File: config.mk
export PLATFORM = sky130hd
export DESIGN_NAME = rs_dec_deframer_16_8
export DESIGN_NICKNAME = d
export VERILOG_FILES = /design/src/rtl/rs_16_8_pkg.sv /design/src/rtl/rs_deframe_bank.sv /design/src/rtl/rs_dec_deframer_16_8.sv
export SDC_FILE = /design/constraint.sdc
export NUM_CORES = 1
export LEC_CHECK = 0
export BUFFER_PORTS_ARGS = -buffer_cell sky130_fd_sc_hd__clkbuf_2
export CORE_MARGIN = 2
export CORE_UTILIZATION = 30
export DETAILED_ROUTE_END_ITERATION = 7
export GPL_ROUTABILITY_DRIVEN = 0
export PLACE_DENSITY_LB_ADDON = 0.08
export SETUP_SLACK_MARGIN = 0.2
export SYNTH_ARGS = -nofsm -noshare
export SYNTH_HDL_FRONTEND = slang
export SYNTH_SLANG_ARGS = --single-unit
export TNS_END_PERCENT = 5
File: constraint.sdc
create_clock -name clk -period 2.8 [get_ports clk]
set_input_delay 0.14 -clock clk [delete_from_list [all_inputs] [get_ports clk]]
set_output_delay 0.14 -clock clk [all_outputs]
set_load 0.005 [all_outputs]
File: src/rtl/rs_16_8_pkg.sv
`default_nettype none
// ============================================================================
// Module      : rs_16_8_pkg
// Description : Shared RS(16,8) constants and symbol types.
// Revision    : 1.0
// ============================================================================
package rs_16_8_pkg;

  localparam int SYM_BW = 8;
  localparam int N_NUM  = 16;
  localparam int K_NUM  = 8;
  localparam int R_NUM  = N_NUM - K_NUM;
  localparam int IDX_W  = (K_NUM > 1) ? $clog2(K_NUM) : 1;

  typedef logic [SYM_BW-1:0] sym_t;
  typedef logic [IDX_W-1:0]  idx_t;

endpackage
`default_nettype wire

File: src/rtl/rs_deframe_bank.sv
`default_nettype none
// ============================================================================
// Module      : rs_deframe_bank
// Description : One ping-pong bank: K_NUM message symbols plus full/err flags.
// Revision    : 1.0
// ============================================================================
module rs_deframe_bank
  import rs_16_8_pkg::*;
(
  input  logic              clk,
  input  logic              rst_n,
  input  logic              wr_en,
  input  logic [IDX_W-1:0]  wr_idx,
  input  logic [SYM_BW-1:0] wr_data,
  input  logic              err_set,
  input  logic              commit,
  input  logic              release_en,
  input  logic [IDX_W-1:0]  rd_idx,
  output logic [SYM_BW-1:0] rd_data,
  output logic              full,
  output logic              err
);

  sym_t r_mem [K_NUM];
  logic r_full;
  logic r_err;

  always_ff @(posedge clk or negedge rst_n) begin
    if (!rst_n) begin
      for (int i = 0; i < K_NUM; i++) r_mem[i] <= '0;
    end else if (wr_en) begin
      r_mem[wr_idx] <= wr_data;
    end
  end

  // Commit and release never target the same bank in one cycle.
  always_ff @(posedge clk or negedge rst_n) begin
    if (!rst_n) begin
      r_full <= 1'b0;
      r_err  <= 1'b0;
    end else begin
      if (commit)          r_full <= 1'b1;
      else if (release_en) r_full <= 1'b0;
      if (release_en)      r_err  <= 1'b0;
      else if (err_set)    r_err  <= 1'b1;
    end
  end

  assign rd_data = r_mem[rd_idx];
  assign full    = r_full;
  assign err     = r_err;

endmodule
`default_nettype wire

File: src/rtl/rs_dec_deframer_16_8.sv
`default_nettype none
// ============================================================================
// Module      : rs_dec_deframer_16_8
// Description : Strips RS(16,8) parity, buffers messages in two banks and
//               streams them as valid/ready packets, dropping on overflow.
//               Option: RS_DEFRAMER_SEQ_CHECK_EN enables symbol index checking.
// Revision    : 1.0
// ============================================================================
module rs_dec_deframer_16_8
  import rs_16_8_pkg::*;
(
  input  logic              clk,
  input  logic              rst_n,
  input  logic              symb_out_val,
  input  logic [7:0]        symb_out_cnt,
  input  logic [SYM_BW-1:0] symb_corrected,
  output logic              m_val,
  input  logic              m_rdy,
  output logic [SYM_BW-1:0] m_data,
  output logic              m_sop,
  output logic              m_eop,
  output logic              m_err,
  output logic              ovf_pulse,
  output logic [7:0]        drop_cnt
);

  localparam logic [0:0] c_st_idle  = 1'b0;
  localparam logic [0:0] c_st_send  = 1'b1;
  localparam logic [7:0] c_cnt_last = 8'(N_NUM - 1);
  localparam logic [7:0] c_cnt_msg  = 8'(K_NUM);
  localparam idx_t       c_idx_last = idx_t'(K_NUM - 1);

  logic       r_wr_bank;
  logic       r_drop;
  logic       r_ovf;
  logic [7:0] r_drop_cnt;
  logic [0:0] r_state;
  logic       r_rd_bank;
  idx_t       r_rd_idx;

  logic [1:0] w_full;
  logic [1:0] w_err;
  sym_t       w_rd_data [2];
  logic [1:0] w_bank_wr;
  logic [1:0] w_bank_err;
  logic [1:0] w_bank_commit;
  logic [1:0] w_bank_rel;

  logic w_sof;
  logic w_eof;
  logic w_drop;
  logic w_wr_en;
  logic w_commit;
  logic w_seq_err;
  logic w_send;
  logic w_hs;
  logic w_last;
  logic w_release;

  // ---------------------------------------------------------------- write side
  assign w_sof    = symb_out_val && (symb_out_cnt == 8'd0);
  assign w_eof    = symb_out_val && (symb_out_cnt == c_cnt_last);
  // The drop decision is taken at cnt==0 and must already gate that symbol.
  assign w_drop   = (symb_out_cnt == 8'd0) ? w_full[r_wr_bank] : r_drop;
  assign w_wr_en  = symb_out_val && (symb_out_cnt < c_cnt_msg) && !w_drop;
  assign w_commit = w_eof && !w_drop;

  always_ff @(posedge clk or negedge rst_n) begin
    if (!rst_n) begin
      r_wr_bank  <= 1'b0;
      r_drop     <= 1'b0;
      r_ovf      <= 1'b0;
      r_drop_cnt <= '0;
    end else begin
      r_ovf <= w_sof && w_full[r_wr_bank];
      if (w_sof) begin
        r_drop <= w_full[r_wr_bank];
        if (w_full[r_wr_bank] && (r_drop_cnt != 8'hFF)) r_drop_cnt <= r_drop_cnt + 8'd1;
      end
      if (w_eof)    r_drop    <= 1'b0;
      if (w_commit) r_wr_bank <= ~r_wr_bank;
    end
  end

`ifdef RS_DEFRAMER_SEQ_CHECK_EN
  logic [7:0] r_exp_cnt;

  always_ff @(posedge clk or negedge rst_n) begin
    if (!rst_n) begin
      r_exp_cnt <= '0;
    end else if (symb_out_val) begin
      r_exp_cnt <= (symb_out_cnt == c_cnt_last) ? 8'd0 : symb_out_cnt + 8'd1;
    end
  end

  assign w_seq_err = symb_out_val && !w_drop && (symb_out_cnt != r_exp_cnt);
`else
  assign w_seq_err = 1'b0;
`endif

  // --------------------------------------------------------------------- banks
  assign w_bank_wr     = {w_wr_en   &  r_wr_bank, w_wr_en   & ~r_wr_bank};
  assign w_bank_err    = {w_seq_err &  r_wr_bank, w_seq_err & ~r_wr_bank};
  assign w_bank_commit = {w_commit  &  r_wr_bank, w_commit  & ~r_wr_bank};
  assign w_bank_rel    = {w_release &  r_rd_bank, w_release & ~r_rd_bank};

  for (genvar b = 0; b < 2; b++) begin : g_bank
    rs_deframe_bank u_bank (
      .clk        (clk),
      .rst_n      (rst_n),
      .wr_en      (w_bank_wr[b]),
      .wr_idx     (symb_out_cnt[IDX_W-1:0]),
      .wr_data    (symb_corrected),
      .err_set    (w_bank_err[b]),
      .commit     (w_bank_commit[b]),
      .release_en (w_bank_rel[b]),
      .rd_idx     (r_rd_idx),
      .rd_data    (w_rd_data[b]),
      .full       (w_full[b]),
      .err        (w_err[b])
    );
  end

  // ----------------------------------------------------------------- read side
  assign w_send    = (r_state == c_st_send);
  assign w_hs      = w_send && m_rdy;
  assign w_last    = (r_rd_idx == c_idx_last);
  assign w_release = w_hs && w_last;

  always_ff @(posedge clk or negedge rst_n) begin
    if (!rst_n) begin
      r_state   <= c_st_idle;
      r_rd_bank <= 1'b0;
      r_rd_idx  <= '0;
    end else begin
      case (r_state)
        c_st_idle: begin
          if (w_full[r_rd_bank]) r_state <= c_st_send;
        end
        c_st_send: begin
          if (w_hs) begin
            if (w_last) begin
              r_rd_idx  <= '0;
              r_rd_bank <= ~r_rd_bank;
              if (!w_full[~r_rd_bank]) r_state <= c_st_idle;
            end else begin
              r_rd_idx <= r_rd_idx + idx_t'(1);
            end
          end
        end
        default: r_state <= c_st_idle;
      endcase
    end
  end

  assign m_val     = w_send;
  assign m_data    = w_send ? w_rd_data[r_rd_bank] : '0;
  assign m_sop     = w_send && (r_rd_idx == '0);
  assign m_eop     = w_send && w_last;
  assign m_err     = w_send && w_err[r_rd_bank];
  assign ovf_pulse = r_ovf;
  assign drop_cnt  = r_drop_cnt;

endmodule
`default_nettype wire

==> metrics.yaml <==
status: "finished clean"
ios: 41
worstPathRequired_ps: 2660
p_int_mw: 4.00
drt-initial-drc-count: 166
layout.nets: 530
ys_seq_area_share_pct: 53.0
synth_top_cell_by_area: "dfrtp_1"
clk_latency_ps: 420
track_usage_pct: 15.4
clock_tree.root_cell: "clkbuf_16"
fp.dieH_microns: 156
finalMaxSlewViolations: 0
end_kind: "output pin"
cp-start-kind: "flip-flop"
r2r-start: "r_drop"
post_cts_buffers: 0
worst-path-stages: 5
cts_max_path_buffers: 2
setup.worst_path.start: "r_rd_idx[0]"
fin_skew_ps: 6.55
io_buffers: 39
arrival_ps: 2230
grt_max_degree: 55
p_seq_share_pct: 40.3
p_comb_share_pct: 16.4
hold_depth: 3
p_per_area_mw_per_mm2: 677
cts_resized: 0
initial_core_util_pct: 30.5
wl_microns: 17400
htree_levels: 4
wl_per_cell_microns: 21.8
holdBufCountCts: 1
synth_edf_count: 0
synth_area_sq_mm: 0.00689
via_count: 4047
setup_tns_ps: 0
relSlewSlack_pct: 60.9
row_count: 55
diodes: 0
cp_cell_sequence: "buf_4 -> mux4_2 -> mux2i_1 -> o22ai_1 -> clkbuf_2"
hp-start: "m_rdy"
critical_path_buf_inv_count: 2
cp_slowest_cell: "mux4_2"
vias_per_cell: 5.05
antenna_found_initial: 0
yosysMostFrequentCell: "dfrtp_1"
area_growth_pct: 17.3
async_flop_share_pct: 100
grt_pass1_vias: 4349
synth_cells: 460
netSwitchingFraction_pct: 26.9
period_share_pct: 84.6
crit_family: "multiplexers"
maxCapViolations: 0
power.leakage_nw: 3.94
setup_viol: 0
dp_hpwl_microns: 11300
synth.top_cells.by_count: "dfrtp_1 (146), mux2_2 (112), mux4_2 (32)"
drtPass1Iterations: 4
clock-sinks: 146
period_needed_ps: 2370
synth-seq-cells: 146
tritoncts: "built"
tightest_slew_ps: 586
yosys_warnings: 0
antenna_left: 0
worst-path-max-fanout: 21
netSwitchingPower_mw: 1.47
r2r_cells: 5
totalPowerFinal_mw: 5.47
clkPwrFrac_pct: 43.3
hold-worst-slack_ps: 96.2
syn_avg_cell_area_sq_um: 15.0
hold_viol: 0
yosysTopAreaCellShare_pct: 53.0
die-area_sq_mm: 0.0242
synth.net_count: 484
irDropWorstVdd_v: 0.000317
slowest_delay_ps: 570
core_area_sq_mm: 0.0226
fmax_ghz: 0.422
rsz0062_at_grt: "false"
fp.dieW_microns: 156
r2r_slack_ps: 620
path_clk_slew_ps: 60
synthTopCellsByArea: "dfrtp_1 (53%), mux2_2 (18%), mux4_2 (10%)"
drc: 0
worst-setup-path-type: "flip-flop to output pin"
fillers: 2200
yosysUniqueCellTypes: 45
cts_made_buffers: 17
drive_above_1_share_pct: 48.4
hp-class: "input pin to flip-flop"
ys.flop_type: "dfrtp_1"
grt_pass1_wl_microns: 27200
grt_overflow: 0
-- worst reg2reg max path, delay by kind of cell (launching register included) --
family | cells | cell delay (ps)
AND/OR/NAND/NOR | 3 | 1010
multiplexers | 1 | 370
flip-flops | 1 | 470
buffers and inverters | 1 | 220
-- path summary, 6_finish.rpt --
path                                                   end
worst max-delay path                             m_data[1]
worst min-delay path                             r_rd_bank
worst max register to register   g_bank[0].u_bank.r_mem[5]
worst min register to register   g_bank[0].u_bank.r_mem[4]
max in group asynchronous       g_bank[1].u_bank.r_mem[34]
min in group asynchronous       g_bank[0].u_bank.r_mem[55]
-- sequential cells by signal, indices dropped and copies added, names as in the netlist --
register / count
g_bank.u_bank.r_mem: 128
drop_cnt: 8
r_rd_idx: 3
g_bank.u_bank.full: 2
m_val: 1
ovf_pulse: 1
r_drop: 1
r_rd_bank: 1
r_wr_bank: 1
-- layout by cell type (no fill, tap or decap), types with 3 or more instances in the layout --
cell	Yosys	routed
a21oi_1	4	4
a22oi_1	6	6
buf_4	3	13
bufinv_16	0	4
clkbuf_16	0	17
clkbuf_2	0	38
clkinvlp_4	0	3
dfrtp_1	146	145
ha_1	4	4
inv_1	5	5
mux2_1	14	14
mux2_2	112	112
mux2_4	8	8
mux2i_1	11	11
mux4_2	32	32
nand2_1	16	16
nand3_1	3	3
nand4_1	4	4
nor2_1	13	13
nor2_8	4	4
nor3_1	4	4
nor3_2	5	5
o21ai_0	5	5
o22ai_1	5	5
xnor2_1	3	3
xor2_1	3	3
-- cells by family (layout without fill, tap and decap cells) --
family,Yosys count,after routing,share of synthesized area [%]
flops,146,146,53.0
buf+inv,34,90,2.09
compound gates,24,24,2.29
fa+ha+maj,4,4,0.726
simple gates,68,68,6.70
other cells,1,1,0.0544
xor+xnor,6,6,0.763
mux,177,177,34.4
-- metal layers --
layer / global-route usage [%] / part of all wire (%) / vias up
met1: 21.8 / 49 / 2194
met4: 4.19 / 0.73 / 0
met2: 24.6 / 48 / 45
li1: - / - / 1799
met3: 2.83 / 2.6 / 9
met5: 0 / 0 / -
-- area by class of cell --
| cell class | instances | area (sq um) | area share, % |
|---|---|---|---|
| Clock buffer | 19 | 443 | 5.48 |
| Clock inverter | 10 | 161 | 2.00 |
| Inverter | 6 | 22.5 | 0.279 |
| Multi-Input combinational cell | 280 | 3100 | 38.3 |
| Sequential cell | 146 | 3650 | 45.2 |
| Tap cell | 285 | 357 | 4.41 |
| Timing Repair Buffer | 55 | 349 | 4.32 |
-- through the flow --
stage | setup WS (ps) | utilization (%) | instance area [sq um] | cells
2_1_floorplan | 823 | - | 6890 | 460
3_3_place_gp | 518 | 33.1 | 7470 | 771
3_5_place_dp | 500 | 33.1 | 7470 | 771
4_1_cts | 337 | 35.8 | 8080 | 801
5_1_grt | 278 | 35.8 | 8080 | 801
6_report | 430 | 35.8 | 8080 | 801
-- power by group through the flow --
stage | sequential [mW] | combinational (mW) | clock, mW
6_report | 2.21 | 0.896 | 2.37
5_1_grt | 2.22 | 0.979 | 2.53
4_1_cts | 2.21 | 0.927 | 2.44
3_5_place_dp | 2.25 | 0.923 | 0
3_3_place_gp | 2.25 | 0.916 | 0
2_1_floorplan | 2.21 | 0.603 | 0
No activity file was read; power rests on OpenSTA's default activity.
